===== config.mk =====
export PLATFORM = sky130hd
export DESIGN_NAME = dma_multichannel_datapath
export DESIGN_NICKNAME = d
export VERILOG_FILES = /design/src/rtl/dma_pkg.sv /design/src/rtl/dma_chan_regs.sv /design/src/rtl/dma_multichannel_datapath.sv
export SDC_FILE = /design/constraint.sdc
export NUM_CORES = 1
export LEC_CHECK = 0
export BUFFER_PORTS_ARGS = -buffer_cell sky130_fd_sc_hd__clkbuf_2
export CAP_MARGIN = 0
export CORE_MARGIN = 3
export CORE_UTILIZATION = 60
export DETAILED_ROUTE_END_ITERATION = 16
export PLACE_DENSITY = 0.77
export SYNTH_ARGS = -nofsm -noshare
export SYNTH_HDL_FRONTEND = slang
export SYNTH_SLANG_ARGS = --single-unit
export TNS_END_PERCENT = 1

===== constraint.sdc =====
create_clock -name clk -period 3.7 [get_ports clk]
set_input_delay 0.555 -clock clk [delete_from_list [all_inputs] [get_ports clk]]
set_output_delay 0.555 -clock clk [all_outputs]
set_load 0.02 [all_outputs]

===== src/rtl/dma_pkg.sv =====
// Shared types for the multichannel DMA datapath: global register offsets,
// channel mode layout and the byte-pointer span helper.
package dma_pkg;

    typedef enum logic [2:0] {
        OFS_CMD     = 3'd0,
        OFS_REQ     = 3'd1,
        OFS_MASK1   = 3'd2,
        OFS_MODE    = 3'd3,
        OFS_CLRPTR  = 3'd4,
        OFS_MCLR    = 3'd5,
        OFS_CLRMASK = 3'd6,
        OFS_ALLMASK = 3'd7
    } regOfs_e;

    // Field order gives autoInit at bit 2 and decrement at bit 3 of the 6-bit mode.
    typedef struct packed {
        logic [1:0] modeSel;
        logic       decrement;
        logic       autoInit;
        logic [1:0] xferType;
    } mode_t;

    function automatic int numBytes(input int addrW, input int cntW);
        return ((addrW > cntW) ? addrW : cntW) / 8;
    endfunction

endpackage


===== src/rtl/dma_chan_regs.sv =====
// One channel's base/current address and count plus its mode byte.
// Byte writes load base and current together; reload and write-back take effect next edge.
module dma_chan_regs
    import dma_pkg::*;
#(
    parameter int ADDR_W = 16,
    parameter int CNT_W  = 16
) (
    input  logic              clk,
    input  logic              rst_n,
    input  logic              wrAddr,
    input  logic              wrCnt,
    input  logic [1:0]        bytePtr,
    input  logic [7:0]        wrData,
    input  logic              wrMode,
    input  mode_t             modeIn,
    input  logic              reload,
    input  logic              writeBack,
    input  logic [ADDR_W-1:0] wbAddr,
    input  logic [CNT_W-1:0]  wbCnt,
    output logic [ADDR_W-1:0] curAddr,
    output logic [CNT_W-1:0]  curCnt,
    output mode_t             mode
);

    logic [ADDR_W-1:0] baseAddr;
    logic [CNT_W-1:0]  baseCnt;

    always_ff @(posedge clk or negedge rst_n) begin
        if (!rst_n) begin
            baseAddr <= '0;
            baseCnt  <= '0;
            curAddr  <= '0;
            curCnt   <= '0;
            mode     <= '0;
        end else begin
            if (wrMode) begin
                mode <= modeIn;
            end
            // Pointer positions past the register width simply match no byte lane.
            for (int b = 0; b < ADDR_W / 8; b++) begin
                if (wrAddr && bytePtr == 2'(b)) begin
                    baseAddr[b*8 +: 8] <= wrData;
                    curAddr[b*8 +: 8]  <= wrData;
                end
            end
            for (int b = 0; b < CNT_W / 8; b++) begin
                if (wrCnt && bytePtr == 2'(b)) begin
                    baseCnt[b*8 +: 8] <= wrData;
                    curCnt[b*8 +: 8]  <= wrData;
                end
            end
            if (reload) begin
                curAddr <= baseAddr;
                curCnt  <= baseCnt;
            end else if (writeBack) begin
                curAddr <= wbAddr;
                curCnt  <= wbCnt;
            end
        end
    end

endmodule


===== src/rtl/dma_multichannel_datapath.sv =====
// Multichannel DMA register file and transfer datapath: CPU-side programming port,
// working address/count stepping with terminal count; single-cycle ops, no stalls.
module dma_multichannel_datapath
    import dma_pkg::*;
#(
    parameter int NUM_CH = 4,
    parameter int ADDR_W = 16,
    parameter int CNT_W  = 16,
    parameter int PA_W   = $clog2(NUM_CH) + 2
) (
    input  logic                      clk,
    input  logic                      rst_n,
    input  logic                      CS_N,
    input  logic                      IOR_N,
    input  logic                      IOW_N,
    input  logic [PA_W-1:0]           port_addr,
    input  logic [7:0]                data_i,
    output logic [7:0]                data_o,
    output logic                      data_oe,
    input  logic [$clog2(NUM_CH)-1:0] ch_sel,
    input  logic                      ld_work,
    input  logic                      step,
    input  logic                      end_xfer,
    input  logic [NUM_CH-1:0]         dreq,
    output logic [ADDR_W-1:0]         mem_addr,
    output logic                      tc,
    output logic [5:0]                mode_o,
    output logic [NUM_CH-1:0]         mask_o,
    output logic [NUM_CH-1:0]         req_o,
    output logic                      rot_prio
);

    localparam int CW  = $clog2(NUM_CH);
    localparam int NB  = numBytes(ADDR_W, CNT_W);
    localparam int LIM = (NUM_CH < 4) ? NUM_CH : 4;

    logic              regWr, regRd, isGlobal, isCnt, chValid, chanAccess, mclr;
    logic              ldEn, stepEn, endEn, tcHit;
    logic [CW-1:0]     chIdx, dataChan;
    regOfs_e           ofs;
    logic [1:0]        bytePtr;
    logic [NUM_CH-1:0] tcFlags;
    logic [7:0]        statusByte;
    logic [ADDR_W-1:0] workAddr, workAddrNext, wbAddr;
    logic [CNT_W-1:0]  workCnt, wbCnt;
    mode_t             selMode;
    logic [ADDR_W-1:0] curAddr [NUM_CH];
    logic [CNT_W-1:0]  curCnt  [NUM_CH];
    mode_t             curMode [NUM_CH];

    assign regWr      = !CS_N && !IOW_N;
    assign regRd      = !CS_N && !IOR_N && IOW_N;
    assign isGlobal   = port_addr[PA_W-1];
    assign chIdx      = port_addr[PA_W-2:1];
    assign isCnt      = port_addr[0];
    assign ofs        = regOfs_e'(port_addr[2:0]);
    assign chValid    = 32'(chIdx) < NUM_CH;
    assign chanAccess = (regWr || regRd) && !isGlobal;
    assign mclr       = regWr && isGlobal && (ofs == OFS_MCLR);
    // With eight channels bit 3 extends the channel field beyond bits 1:0.
    assign dataChan   = CW'({data_i[3], data_i[1:0]});

    assign ldEn   = CS_N && ld_work;
    assign stepEn = CS_N && !ld_work && step;
    assign endEn  = CS_N && !ld_work && !step && end_xfer;
    assign tcHit  = stepEn && (workCnt == '0);

    assign selMode      = curMode[ch_sel];
    assign workAddrNext = selMode.decrement ? workAddr - ADDR_W'(1) : workAddr + ADDR_W'(1);
    assign wbAddr       = stepEn ? workAddrNext : workAddr;
    assign wbCnt        = stepEn ? workCnt - CNT_W'(1) : workCnt;
    assign mem_addr     = workAddr;
    assign statusByte   = 8'({dreq[LIM-1:0], tcFlags[LIM-1:0]});
    assign data_oe      = rst_n && regRd;

    function automatic logic [7:0] byteOf(input logic [31:0] w, input logic [1:0] p);
        return w[{p, 3'b000} +: 8];
    endfunction

    always_comb begin
        data_o = 8'h00;
        if (regRd) begin
            if (!isGlobal) begin
                if (chValid) begin
                    data_o = isCnt ? byteOf(32'(curCnt[chIdx]), bytePtr)
                                   : byteOf(32'(curAddr[chIdx]), bytePtr);
                end
            end else if (ofs == OFS_CMD) begin
                data_o = statusByte;
            end
        end
    end

    for (genvar g = 0; g < NUM_CH; g++) begin : gChan
        logic active;
        assign active = (ch_sel == CW'(g));
        dma_chan_regs #(.ADDR_W(ADDR_W), .CNT_W(CNT_W)) uRegs (
            .clk       (clk),
            .rst_n     (rst_n),
            .wrAddr    (regWr && !isGlobal && !isCnt && (chIdx == CW'(g))),
            .wrCnt     (regWr && !isGlobal && isCnt && (chIdx == CW'(g))),
            .bytePtr   (bytePtr),
            .wrData    (data_i),
            .wrMode    (regWr && isGlobal && (ofs == OFS_MODE) && (dataChan == CW'(g))),
            .modeIn    (mode_t'(data_i[7:2])),
            .reload    (tcHit && selMode.autoInit && active),
            .writeBack (((tcHit && !selMode.autoInit) || endEn) && active),
            .wbAddr    (wbAddr),
            .wbCnt     (wbCnt),
            .curAddr   (curAddr[g]),
            .curCnt    (curCnt[g]),
            .mode      (curMode[g])
        );
    end

    // Master clear behaves like reset for everything held here; channel storage is untouched.
    always_ff @(posedge clk or negedge rst_n) begin
        if (!rst_n) begin
            mask_o   <= '1;
            req_o    <= '0;
            tcFlags  <= '0;
            rot_prio <= 1'b0;
            bytePtr  <= '0;
            workAddr <= '0;
            workCnt  <= '0;
            tc       <= 1'b0;
            mode_o   <= '0;
        end else if (mclr) begin
            mask_o   <= '1;
            req_o    <= '0;
            tcFlags  <= '0;
            rot_prio <= 1'b0;
            bytePtr  <= '0;
            workAddr <= '0;
            workCnt  <= '0;
            tc       <= 1'b0;
            mode_o   <= '0;
        end else begin
            tc     <= tcHit;
            mode_o <= selMode;
            if (chanAccess) begin
                bytePtr <= (bytePtr == 2'(NB - 1)) ? 2'd0 : bytePtr + 2'd1;
            end
            if (regWr && isGlobal) begin
                case (ofs)
                    OFS_CMD:     rot_prio         <= data_i[4];
                    OFS_REQ:     req_o[dataChan]  <= data_i[2];
                    OFS_MASK1:   mask_o[dataChan] <= data_i[2];
                    OFS_CLRPTR:  bytePtr          <= '0;
                    OFS_CLRMASK: mask_o           <= '0;
                    OFS_ALLMASK: mask_o           <= data_i[NUM_CH-1:0];
                    default:     ;
                endcase
            end
            if (regRd && isGlobal && (ofs == OFS_CMD)) begin
                tcFlags <= '0;
            end
            if (ldEn) begin
                workAddr <= curAddr[ch_sel];
                workCnt  <= curCnt[ch_sel];
            end else if (stepEn) begin
                workAddr <= workAddrNext;
                workCnt  <= workCnt - CNT_W'(1);
                if (tcHit) begin
                    tcFlags[ch_sel] <= 1'b1;
                    if (!selMode.autoInit) begin
                        mask_o[ch_sel] <= 1'b1;
                    end
                end
            end
        end
    end

endmodule


==> impl_metrics.csv, run 1 <==
group,metric,value,unit
clocking,clk_path_buf_depth,3,
global_routing,grt_max_degree,113,
sta,rsz0062_at_grt,"false",
route,drt-pass1-iter-count,6,
power,ir_drop,0.3185,mV
global_routing,grt_usage,38.46,%
synthesis,synth_top_area_share,45.71,%
clocking,clk_latency,0.53,ns
placement,placed_cell_area,19180,um2
clocking,cts.sinks,334,
final_layout,final_design_area_no_fill,20380,um2
placement,placed_cells,2160,
clocking,cts_resized,0,
synthesis,yosysWarnings,0,
die,std_cell_rows,62,
global_routing,grt_pass1_vias,15780,
final_layout,num-fill-cells,2168,
sta,drv_slew,0,
route,drt_iter0_markers,2283,
clocking,cts_tree,"done",
final_layout,antenna_cells,0,
final_layout,syn_to_final_growth,12.80,%
setup_path,ff2ff_path_depth,9,
status,outcome,"finished clean",
setup_path,cp_top_family,"compound AO/OA/AOI/OAI gates",
die,die_h,179.5,um
synthesis,synth_seq_area_share,46.29,%
sta,timing.final.crit_share,93.65,%
synthesis,ys_types,77,
global_routing,grt-ovfl-total,0,
placement,io_buffers,66,
setup_path,crit_arrival,3.82,ns
setup_path,rr_startpoint,"gChan[3].uRegs.mode[3]",
sta,hold_viol,0,
setup_path,reg2reg_slack,0.24,ns
die,die_area,32230,um2
placement,hpwl,42.74,mm
setup_path,end_kind,"register",
die,io-pin-count,67,
run,max_cap_viol_count,0,
sta,setup_viol,0,
die,start_util,61.94,%
global_routing,grt_pass1_wl,96.21,mm
synthesis,post-synth-top-count-cell,"dfrtp_1",
synthesis,synth_flop_cell,"dfrtp_1",
global_routing,antenna_found_initial,3,
power,pwr-share-seq,43.6,%
setup_path,timing.critical_path.mode_cell,"a211oi_1",
synthesis,synth.area.top_cells,"dfrtp_1 (46%), mux4_2 (9.6%), mux2_2 (7.3%)",
setup_path,path_buf_inv,0,
synthesis,ys_seq_elements,334,
power,switching_share,32.44,%
clocking,post_cts_buffers,0,
die,die_x,179.5,um
power,internal_power,0.007998,W
sta,layout_min_cycle_time,3.465,ns
synthesis,ys_top_cells_by_count,"dfrtp_1 (330), nand2_1 (229), nor2_1 (166), mux2_2 (117), o21ai_0 (110)",
synthesis,synth_area,18070,um2
sta,finClkSkew,0.02731,ns
setup_path,critPathMaxFanout,14,
setup_path,required,4.05,ns
worst_hold_path,hold_class,"input pin to asynchronous set/reset pin",
synthesis,synth.largest_area_cell,"dfrtp_1",
clocking,cts_buffers,37,
power,leakagePower,8.989,nW
final_layout,drive_above_1_share,25.10,%
final_layout,seq_area,8363,um2
route,antenna_left,0,
synthesis,syn_inst,1733,
route,drt_wl_total,62.39,mm
power,clock_power_share,30.9,%
synthesis,async_reset_ff_share,100.0,%
setup_path,path_cells,"mux4_2 > ha_1 > a21o_1 > a21oi_1 > a211oi_1 > nor3_1 > nor4b_1 > a211oi_1 > a211oi_1",
power,comb_power_share,25.4,%
setup_path,slowest_delay,0.79,ns
route,routedWlPerCell,28.04,um
synthesis,syn_nets,1775,
final_layout,stdcell_count,2225,
clocking,path_clk_slew,0.06,ns
placement,place.gp.congestion,1.087,
setup_path,cp_slowest_cell,"a211oi_1",
clocking,clock-root-buffer,"clkbuf_16",
sta,fin_tns_setup,0,ns
setup_path,crit_type,"register to register",
synthesis,syn-mean-instance-area,10.43,um2
sta,worst_pin_slew,1.048,ns
final_layout,nNetsFinal,1857,
route,vias,15860,
sta,relSlewSlack,30.11,%
clocking,hold_buffers,0,
route,drc,0,
setup_path,startpoint_type,"register",
final_layout,multiInputGateArea,9129,um2
clocking,cts_max_level,2,
route,viasPerCell,7.127,
power,pwr_density_cell,580.8,nW/um2
synthesis,synth-edff-count,0,
power,switching_power,0.003840,W
sta,max_freq,288.6,MHz
setup_path,rr_endpoint,"mem_addr[11]",
die,coreArea,29170,um2
## layout make-up
class,instances,share of cell area (%)
clock buffer,57,5.507
clock inverter,8,0.3868
inverter,11,0.2026
multi-input combinational,1265,44.79
sequential,334,41.03
tap,384,2.357
timing repair buffer,166,5.722
## cells in the final DEF, fill, tap and decap left out, types with 18 or more instances in the layout
| cell type | instances |
|---|---|
| nand2_1 | 229 |
| a211oi_1 | 32 |
| mux2i_1 | 18 |
| o22ai_1 | 46 |
| dfrtp_1 | 330 |
| mux2_2 | 117 |
| o21ai_0 | 110 |
| a221oi_1 | 21 |
| nor2_1 | 165 |
| nand3_1 | 27 |
| a21oi_1 | 96 |
| mux4_2 | 77 |
| clkbuf_2 | 64 |
| clkbuf_16 | 38 |
| nor3_1 | 35 |
| buf_4 | 94 |
| a22oi_1 | 29 |
## flip-flops by register name, summed over array words and instances, names as in the netlist
name,flops
gChan.uRegs.curCnt,64
rot_prio,1
mem_addr,16
gChan.uRegs.baseCnt,64
gChan.uRegs.baseAddr,64
bytePtr,2
mode_o,6
gChan.uRegs.curAddr,64
tcFlags,4
workCnt,16
mask_o,4
req_o,4
gChan.uRegs.mode,24
tc,1
## how the worst max path moves through the flow
stage,cells after the start,to,start,slack (ns)
2_1_floorplan,9,gChan[1].uRegs.curAddr[14],ch_sel[0],0.39
3_3_place_gp,10,mem_addr[11],ch_sel[0],0.10
3_5_place_dp,10,gChan[1].uRegs.curAddr[11],ch_sel[0],0.01
4_1_cts,9,mem_addr[11],gChan[3].uRegs.mode[3],0.30
5_1_grt,9,mem_addr[11],gChan[3].uRegs.mode[3],0.008
6_report,9,mem_addr[11],gChan[3].uRegs.mode[3],0.24
## metal layers
| layer | vias to the layer above | part of all wire [%] | track usage [%] |
|---|---|---|---|
| li1 | 6577 | - | - |
| met1 | 7739 | 37 | 53.04 |
| met2 | 1266 | 43 | 55.87 |
| met3 | 272 | 15 | 13.50 |
| met4 | 4 | 5.2 | 16.46 |
| met5 | - | 0.042 | 0 |
## through the flow
stage,hold slack (ns),setup WS [ns],power (W),utilization [%]
after global routing,0.03428,0.007952,0.01230,69.87
final,0.002395,0.2351,0.01184,69.87
after CTS,0.01959,0.3011,0.01174,69.87
after detailed placement,0.4639,0.01160,0.008101,65.76
after global placement,0.4577,0.1035,0.007952,65.76
after floorplan,0.2594,0.3860,0.006935,-
## power groups by stage
stage,registers [W],clock network (W),logic [W]
2_1_floorplan,0.00502,0,0.00192
3_3_place_gp,0.00512,0,0.00284
3_5_place_dp,0.00518,0,0.00292
4_1_cts,0.00513,0.00367,0.00294
5_1_grt,0.00525,0.00382,0.00323
6_report,0.00517,0.00366,0.00301
## kinds of logic (layout without fill, tap and decap cells)
kind of cell    Yosys count  after routing  share of synthesized area (%)
flops                   334            334                          46.29
buf+inv                 134            242                          3.283
simple gates            559            559                          13.95
compound gates          453            453                          16.23
xor+xnor                 24             24                          1.163
fa+ha+maj                16             16                          1.150
mux                     213            213                          17.94
Note: power is estimated with default switching activity, not from simulation.
==> inputs of run 2 (changes only) <==
--- a/config.mk
+++ b/config.mk
@@ -10,7 +10,8 @@
 export CORE_MARGIN = 3
 export CORE_UTILIZATION = 60
 export DETAILED_ROUTE_END_ITERATION = 16
-export PLACE_DENSITY = 0.77
+export GPL_TIMING_DRIVEN = 0
+export PLACE_DENSITY = 0.85
 export SYNTH_ARGS = -nofsm -noshare
 export SYNTH_HDL_FRONTEND = slang
 export SYNTH_SLANG_ARGS = --single-unit
==> constraint.sdc (replaced) <==
create_clock -name clk -period 3.7 [get_ports clk]
set_input_delay 0.555 -clock clk [delete_from_list [all_inputs] [get_ports clk]]
set_output_delay 0.555 -clock clk [all_outputs]
set_load 0.1 [all_outputs]
==> run 2 against run 1 <==
The run now ends with negative setup slack left. Worst hold slack better by 0.038 ns. Non-clock buffer count is 18 higher. Sequential power hardly changed. Fmax is 6.5% lower. Sequential cell count stayed put. Register-to-register slack worse by 0.24 ns. Via count is 3.6% higher. Design area is 1.0% lower. Setup slack worse by 0.24 ns. Cell count is 0.85% higher. First-iteration DRC count is 12% higher. Sequential share of layout area is 0.41 points higher.
==> impl_metrics.csv, run 2 (same netlist as run 1, synthesis figures left out) <==
group,metric,value,unit
power,pwr_density_cell,612.8,nW/um2
setup_path,required,4.14,ns
final_layout,antenna_cells,0,
route,drc,0,
placement,hpwl,54.36,mm
setup_path,crit_arrival,4.15,ns
setup_path,critPathMaxFanout,10,
sta,relSlewSlack,6.483,%
global_routing,antenna_found_initial,5,
sta,setup_viol,2,
die,coreArea,29170,um2
clocking,clock-root-buffer,"clkbuf_16",
route,drt_wl_total,73.72,mm
clocking,path_clk_slew,0.06,ns
sta,max_freq,269.7,MHz
setup_path,startpoint_type,"register",
worst_hold_path,hold_class,"input pin to asynchronous set/reset pin",
power,switching_power,0.004509,W
sta,rsz0062_at_grt,"true",
final_layout,syn_to_final_growth,11.68,%
setup_path,end_kind,"register",
clocking,cts_tree,"done",
clocking,cts.sinks,334,
placement,place.gp.congestion,1.073,
run,max_cap_viol_count,0,
power,ir_drop,0.5112,mV
sta,timing.final.crit_share,100.2,%
global_routing,grt_pass1_wl,107.1,mm
route,vias,16430,
status,failed_checks,"negative setup slack",
die,std_cell_rows,62,
sta,layout_min_cycle_time,3.707,ns
clocking,cts_buffers,37,
power,switching_share,36.47,%
global_routing,grt-ovfl-total,0,
setup_path,crit_type,"register to register",
power,power.total,0.01236,W
global_routing,grt_max_degree,87,
setup_path,ff2ff_path_depth,8,
sta,drv_slew,0,
final_layout,drive_above_1_share,21.77,%
final_layout,final_common_cell,"dfrtp_1",
route,drt-pass1-iter-count,6,
final_layout,post-route-util,69.17,%
route,viasPerCell,7.323,
sta,worst_pin_slew,1.364,ns
die,start_util,61.94,%
power,pwr-share-seq,42.0,%
route,antenna_left,0,
die,die_area,32230,um2
clocking,cts_max_level,2,
clocking,clk_path_buf_depth,3,
sta,finClkSkew,0.01964,ns
power,comb_power_share,28.6,%
power,internal_power,0.007856,W
final_layout,layout_common_cells,"dfrtp_1 (330), nand2_1 (229), nor2_1 (166)",
global_routing,grt_pass1_vias,15790,
sta,holdWs,0.04086,ns
power,clock_power_share,29.4,%
die,io-pin-count,67,
route,routedWlPerCell,32.85,um
die,die_h,179.5,um
global_routing,grt_usage,45.08,%
route,drt_iter0_markers,2556,
sta,setup_ws,-0.007409,ns
clocking,hold_buffers,0,
final_layout,stdcell_count,2244,
clocking,clk_latency,0.54,ns
status,outcome,"complete, but fails checks",
clocking,post_cts_buffers,0,
placement,placed_cells,2178,
placement,io_buffers,57,
power,leakagePower,8.762,nW
sta,hold_viol,0,
die,die_x,179.5,um
final_layout,nNetsFinal,1875,
## run 2: critical path, cell delays in order (launching register included)
cell      delay (ns)
dfrtp_1         0.42
nor4_4          0.65
nand2_1         0.23
buf_2           0.25
nor3_1          1.00
a21oi_1         0.27
nand2_1         0.41
o32ai_1         0.16
a211oi_1        0.23
## run 2: layout make-up
| type | instances | area (um2) |
|---|---|---|
| tap | 384 | 480.5 |
| clock inverter | 13 | 108.9 |
| buffer | 123 | 561.8 |
| multi-input combinational | 1265 | 9166 |
| fill | 2256 | 8991 |
| clock buffer | 53 | 1067 |
| inverter | 11 | 41.29 |
| sequential | 334 | 8363 |
| timing repair buffer | 61 | 387.9 |
## run 2: metrics by stage
step	instance area, um2	setup slack (ns)	setup TNS [ns]
2_1_floorplan	18070	0.1623	0
5_1_grt	20180	-0.06388	-0.3115
3_5_place_dp	18950	-0.7793	-13.56
3_3_place_gp	18830	-5.114	-1709.02
6_report	20180	-0.007409	-0.01074
4_1_cts	20150	0.01105	0
## run 2: power groups by stage
stage,sequential (W),clock (W),combinational [W]
final,0.00519,0.00363,0.00354
after detailed placement,0.00519,0,0.00338
after floorplan,0.00547,0,0.00194
after CTS,0.00513,0.00361,0.00341
after global placement,0.00513,0,0.00330
after global routing,0.00524,0.00377,0.00374
## run 2: what timing repair did
item                                    in CTS  in global routing
endpoints found under the setup margin      26                 36
hold endpoints to repair                     0                  0
pin swaps                                    0                  2
resized for setup                            8                  9
## run 2: worst paths after layout
path,slack [ns],start,endpoint
max in group asynchronous,1.92,rst_n,gChan[0].uRegs.baseCnt[8]
hold / removal,0.04,rst_n,gChan[1].uRegs.mode[0]
min in group clk,0.46,IOR_N,bytePtr[0]
hold reg to reg,0.48,gChan[0].uRegs.baseCnt[8],gChan[0].uRegs.baseCnt[8]
setup reg to reg,-0.007,bytePtr[1],gChan[2].uRegs.curAddr[12]
setup / recovery,-0.007,bytePtr[1],gChan[2].uRegs.curAddr[12]
## run 2: metal layers
metal | GRT usage, % | vias to the layer above | part of all wire, %
met1 | 59.84 | 8182 | 36
li1 | - | 6604 | -
met5 | 0 | - | 0.077
met4 | 19.62 | 8 | 5.6
met2 | 61.90 | 1349 | 41
met3 | 23.77 | 289 | 17
